`config.mk`:
```
export PLATFORM = sky130hd
export DESIGN_NAME = matmul_sequencer
export DESIGN_NICKNAME = d
export VERILOG_FILES = /design/src/rtl/matmul_sequencer.sv
export SDC_FILE = /design/constraint.sdc
export NUM_CORES = 1
export LEC_CHECK = 0
export CAP_MARGIN = 10
export CORE_MARGIN = 2
export CORE_UTILIZATION = 40
export DETAILED_ROUTE_END_ITERATION = 8
export PLACE_DENSITY_LB_ADDON = 0.3
export SYNTH_ARGS = -nofsm -noshare
export SYNTH_HDL_FRONTEND = slang
export SYNTH_SLANG_ARGS = --single-unit
```
`constraint.sdc`:
```
create_clock -name clk -period 2.2 [get_ports clk]
set_input_delay 0.44 -clock clk [delete_from_list [all_inputs] [get_ports clk]]
set_output_delay 0.44 -clock clk [all_outputs]
set_load 0.03 [all_outputs]
```
`src/rtl/matmul_sequencer.sv`:
```
// Protocol sequencer for the 3x3 UART matrix multiplier: parses the host
// command stream, loads matrix memories, kicks the Calculator and streams back the result.
module matmul_sequencer #(
  parameter logic [7:0] START_BYTE   = 8'hA5,
  parameter logic [7:0] MAT_SIZE     = 8'd3,
  parameter int unsigned N_ELEM       = 9,
  parameter int unsigned RES_W        = 16,
  parameter int unsigned MULT_TIMEOUT = 255,
  parameter int unsigned BUSY_TIMEOUT = 8
) (
  input  logic                      clk,
  input  logic                      rst,
  input  logic                      rx_valid,
  input  logic [7:0]                rx_data,
  input  logic                      tx_busy,
  input  logic                      mult_done,
  input  logic [N_ELEM*RES_W-1:0]   result,
  output logic                      wr_en_a,
  output logic                      wr_en_b,
  output logic [3:0]                wr_addr,
  output logic [7:0]                wr_data,
  output logic                      mult_start,
  output logic                      tx_start,
  output logic [7:0]                tx_data,
  output logic [2:0]                current_state,
  output logic                      error
);

  typedef enum logic [2:0] {
    IDLE             = 3'd0,
    RECEIVE_SIZE     = 3'd1,
    RECEIVE_MATRIX_A = 3'd2,
    RECEIVE_MATRIX_B = 3'd3,
    COMPUTE          = 3'd4,
    SEND_RESULT      = 3'd5
  } state_t;

  typedef enum logic [1:0] {
    TX_READY   = 2'd0,
    TX_WAIT_HI = 2'd1,
    TX_WAIT_LO = 2'd2
  } phase_t;

  localparam logic [3:0] LAST_ELEM = 4'(N_ELEM - 1);
  localparam logic [4:0] LAST_BYTE = 5'(2 * N_ELEM - 1);
  localparam logic [7:0] MULT_TO   = 8'(MULT_TIMEOUT);
  localparam logic [7:0] BUSY_TO   = 8'(BUSY_TIMEOUT);

  state_t                    state, state_n;
  phase_t                    phase, phase_n;
  logic [3:0]                cnt, cnt_n;
  logic [4:0]                byte_idx, byte_n;
  logic [7:0]                timer, timer_n;
  logic                      err_n;
  logic                      capture;
  logic [N_ELEM*RES_W-1:0]   res_q;
  logic [7:0]                tx_data_q;
  logic [7:0]                byte_pos;
  logic [7:0]                cur_byte;

  // Byte b lives at bit offset 8*(b^1): even b is the high byte of element b/2.
  assign byte_pos = {byte_idx ^ 5'd1, 3'b000};
  assign cur_byte = res_q[byte_pos +: 8];

  assign current_state = state;
  assign tx_data       = tx_start ? cur_byte : tx_data_q;

  always_ff @(posedge clk) begin
    if (rst) begin
      state     <= IDLE;
      phase     <= TX_READY;
      cnt       <= '0;
      byte_idx  <= '0;
      timer     <= '0;
      error     <= 1'b0;
      res_q     <= '0;
      tx_data_q <= '0;
    end else begin
      state    <= state_n;
      phase    <= phase_n;
      cnt      <= cnt_n;
      byte_idx <= byte_n;
      timer    <= timer_n;
      error    <= err_n;
      if (capture) res_q <= result;
      if (tx_start) tx_data_q <= cur_byte;
    end
  end

  always_comb begin
    state_n    = state;
    phase_n    = phase;
    cnt_n      = cnt;
    byte_n     = byte_idx;
    timer_n    = timer;
    err_n      = error;
    capture    = 1'b0;
    wr_en_a    = 1'b0;
    wr_en_b    = 1'b0;
    wr_addr    = '0;
    wr_data    = '0;
    mult_start = 1'b0;
    tx_start   = 1'b0;
    case (state)
      IDLE: begin
        if (rx_valid && rx_data == START_BYTE) begin
          state_n = RECEIVE_SIZE;
          err_n   = 1'b0;
        end
      end
      RECEIVE_SIZE: begin
        if (rx_valid) begin
          if (rx_data == MAT_SIZE) begin
            state_n = RECEIVE_MATRIX_A;
            cnt_n   = '0;
          end else begin
            state_n = IDLE;
            err_n   = 1'b1;
          end
        end
      end
      RECEIVE_MATRIX_A, RECEIVE_MATRIX_B: begin
        if (rx_valid) begin
          wr_en_a = (state == RECEIVE_MATRIX_A);
          wr_en_b = (state == RECEIVE_MATRIX_B);
          wr_addr = cnt;
          wr_data = rx_data;
          if (cnt == LAST_ELEM) begin
            cnt_n   = '0;
            timer_n = '0;
            state_n = (state == RECEIVE_MATRIX_A) ? RECEIVE_MATRIX_B : COMPUTE;
          end else begin
            cnt_n = cnt + 4'd1;
          end
        end
      end
      COMPUTE: begin
        // timer == 0 only in the entry cycle; a done seen then is stale.
        mult_start = (timer == 8'd0);
        timer_n    = timer + 8'd1;
        if (mult_done && !mult_start) begin
          capture = 1'b1;
          state_n = SEND_RESULT;
          phase_n = TX_READY;
          byte_n  = '0;
          timer_n = '0;
        end else if (timer_n == MULT_TO) begin
          err_n   = 1'b1;
          state_n = IDLE;
        end
      end
      SEND_RESULT: begin
        case (phase)
          TX_READY: begin
            if (!tx_busy) begin
              tx_start = 1'b1;
              phase_n  = TX_WAIT_HI;
              timer_n  = '0;
            end
          end
          TX_WAIT_HI: begin
            if (tx_busy) begin
              phase_n = TX_WAIT_LO;
            end else begin
              timer_n = timer + 8'd1;
              if (timer_n == BUSY_TO) begin
                err_n   = 1'b1;
                state_n = IDLE;
                phase_n = TX_READY;
              end
            end
          end
          TX_WAIT_LO: begin
            if (!tx_busy) begin
              phase_n = TX_READY;
              if (byte_idx == LAST_BYTE) state_n = IDLE;
              else byte_n = byte_idx + 5'd1;
            end
          end
          default: phase_n = TX_READY;
        endcase
      end
      default: state_n = IDLE;
    endcase
  end

endmodule

```
==> results.cfg, run 1 <==
[run_status]
outcome = finished with violations
violations = setup timing

[sta]
rsz0062_at_grt = yes
finalSetupViolCount = 10
drv_slew = 0
setup_tns_ns = -5.63
final_hold_viol_count = 0
fin_ws_ns = -0.629
fin_crit_sh = 1.29
holdWs_ns = 0.213
min_period_ns = 2.83
fin_skew_ns = 0.00968
maxSlewHeadroom = 0.379
worst_pin_slew_ns = 0.932
fmax_mhz = 354

[global_routing]
grt_max_degree = 146
grt_first_pass_wirelength_mm = 36.2
antenna_found_initial = 0
track_usage = 0.212
grt_remaining_overflow = 0
grt_pass1_vias = 7433

[yosys]
synth_edf_count = 0
synth-compound-area-share = 0.131
synth.avg_cell_area_sq_um = 8.25
ys.flop_type = dfxtp_1
seq_area_frac_synth = 0.437
synth.area.mux_share = 0.127
synth_top_family_by_area = simple AND/OR/NAND/NOR gates
synthTopCellsByArea = dfxtp_1 44%, nand2_1 14%, a21oi_1 9.6%
synth_top_area_cell = dfxtp_1
ys_types = 52
synth_top_area_frac = 0.437
ys_async_sr_fraction = 0
synth_simple_gate_area_frac = 0.240
synth_area_sq_um = 8010
synth_nets = 1138
synth-seq-cells = 175
yosysWarnings = 0
synth_xor_area_frac = 0.00547
syn_inst = 971
synth_adder_area_share = 0.0156

[final_layout]
fin_nets = 1378
drive_above_1_share = 0.211
synthToLayoutAreaGrowth_pct = 46.4
fin_area_sq_um = 11700
fillers = 1699
layout_common_cells = 302 x nand2_1, 168 x dfxtp_1, 158 x clkdlybuf4s50_1, 154 x a21oi_1, 96 x buf_4
n_antenna_cell = 0
seq_area_sq_um = 3520
final_common_cell = nand2_1
multi_input_area_sq_um = 4400

[floorplan]
start_util = 0.410
ios = 185
rows = 51
die-area_sq_um = 21200
die_h_um = 146
dieWidth_um = 146
core_area_sq_um = 19500

[detailed_routing]
wire_per_inst_um = 15.7
wirelength_mm = 23.4
ant_nets = 0
vias = 7649
drc = 0
firstDrtPassIters = 5
via_per_inst = 5.14
drt_iter0_drc = 421

[critical_path]
cpPeakStageDelay_ns = 0.50
path_buf_inv = 5
cp_max_fo = 6
path_delay_family = multiplexers
critPathLaunchType = register
cp.arrival_ns = 2.39
end_kind = output port
crit_chain = buf_8 -> buf_12 -> buf_8 -> buf_6 -> mux4_2 -> mux2i_1 -> o21ai_1 -> nor2_2 -> nor2_4 -> buf_6
critical_path_required_ns = 1.76
slowest_stage = mux4_2
path_class = register to output port

[power_and_ir_drop]
p_per_area_nw_per_um2 = 607
finalPower_uw = 7120
leakage_uw = 0.00413
peakVddDrop_mv = 0.467

[clock_network]
clockBufferDepth = 2
clkLatencyLatePin_ns = 0.43
clkSinkCount = 175
h-tree-depth = 4
cts_hold_buffers = 0
cts_buffers = 17
cts_root_buf = clkbuf_16
tritoncts = done
clk_pin_slew_worst_paths_ns = 0.07

[placed_design]
port_buffers = 184
dpl_worst_slack_ns = -0.784
place_area_sq_um = 10600
gp_congestion = 0.851
dp_hpwl_mm = 15.9

[worst_hold_path]
hold_class = input port to register

[job]
drv_cap = 0
[flip-flops by register name, summed over array words and instances (netlist names)]
signal,cells
byte_idx,5
cnt,4
current_state,3
error,1
phase,2
res_q,144
timer,8
tx_data_q,8
[cell usage after synthesis (all sizes together), types with 2 or more instances]
master,instances
nand2,303
dfxtp,175
a21oi,154
clkbuf,46
nor2,46
mux4,32
buf,26
mux2i,26
o21ai,21
nor3,19
and3,18
nand3,13
inv,12
ha,10
nand4,9
o22ai,9
nand2b,6
nor2b,5
xor2,5
or3,4
a211o,3
nor3b,3
nor4b,3
or2,3
a31oi,2
mux2,2
nand3b,2
o211ai,2
or4,2
[layer usage]
metal  routed length (um)  global-route usage  up-vias
li1                     -                   -     3784
met1                 9970               0.262     3601
met2                11700               0.363      228
met3                 1180              0.0473       36
met4                  571              0.0770        0
met5                    0                   0        -
[metrics by stage]
step | util | cells
3_3_place_gp | 0.542 | 1419
5_1_grt | 0.601 | 1489
6_report | 0.601 | 1489
3_5_place_dp | 0.542 | 1419
2_1_floorplan | - | 971
4_1_cts | 0.586 | 1475
[cell type report]
cell class / instances / area share
flip-flops and latches: 175 / 0.300
clock inverters: 14 / 0.0115
multi-input cells: 712 / 0.375
inverters: 12 / 0.00384
well taps: 265 / 0.0283
clock buffers: 18 / 0.0366
repair buffers: 293 / 0.245
[report_power, final]
part,internal (uW),switching (uW)
Clock,1580,1330
Sequential,3190,12.2
Combinational,560,454
[cell families (layout without fill, tap and decap cells)]
group,Yosys count,count (layout)
AOI/OAI and AO/OA,197,197
adders and majority gates,10,10
muxes,60,60
buffers and inverters,84,337
and+or+nand+nor,440,440
xor gates and xnor gates,5,5
DFF,175,175
[final timing paths]
path / startpoint / endpoint / slack (ns) / cells after the start
worst min-delay path: rst / timer[1] / 0.21 / 2
worst min register to register: res_q[64] / res_q[64] / 0.45 / 2
worst max register to register: byte_idx[1] / tx_data_q[2] / -0.58 / 16
worst max-delay path: byte_idx[1] / tx_data[1] / -0.63 / 10
[repair_timing]
action,in CTS,in global routing
resized for setup,62,39
pin swaps,10,20
buffers inserted,24,14
setup endpoints to repair,22,84
gates cloned,0,1
No activity file was read; power rests on OpenSTA's default activity.
==> run 2: changes to the inputs <==
--- a/config.mk
+++ b/config.mk
@@ -8,6 +8,7 @@
 export CAP_MARGIN = 10
 export CORE_MARGIN = 2
 export CORE_UTILIZATION = 40
+export CTS_CLUSTER_DIAMETER = 150
 export DETAILED_ROUTE_END_ITERATION = 8
 export PLACE_DENSITY_LB_ADDON = 0.3
 export SYNTH_ARGS = -nofsm -noshare
==> results of run 2 <==
The final DEF is identical to that of run 1; final timing and power are the same.
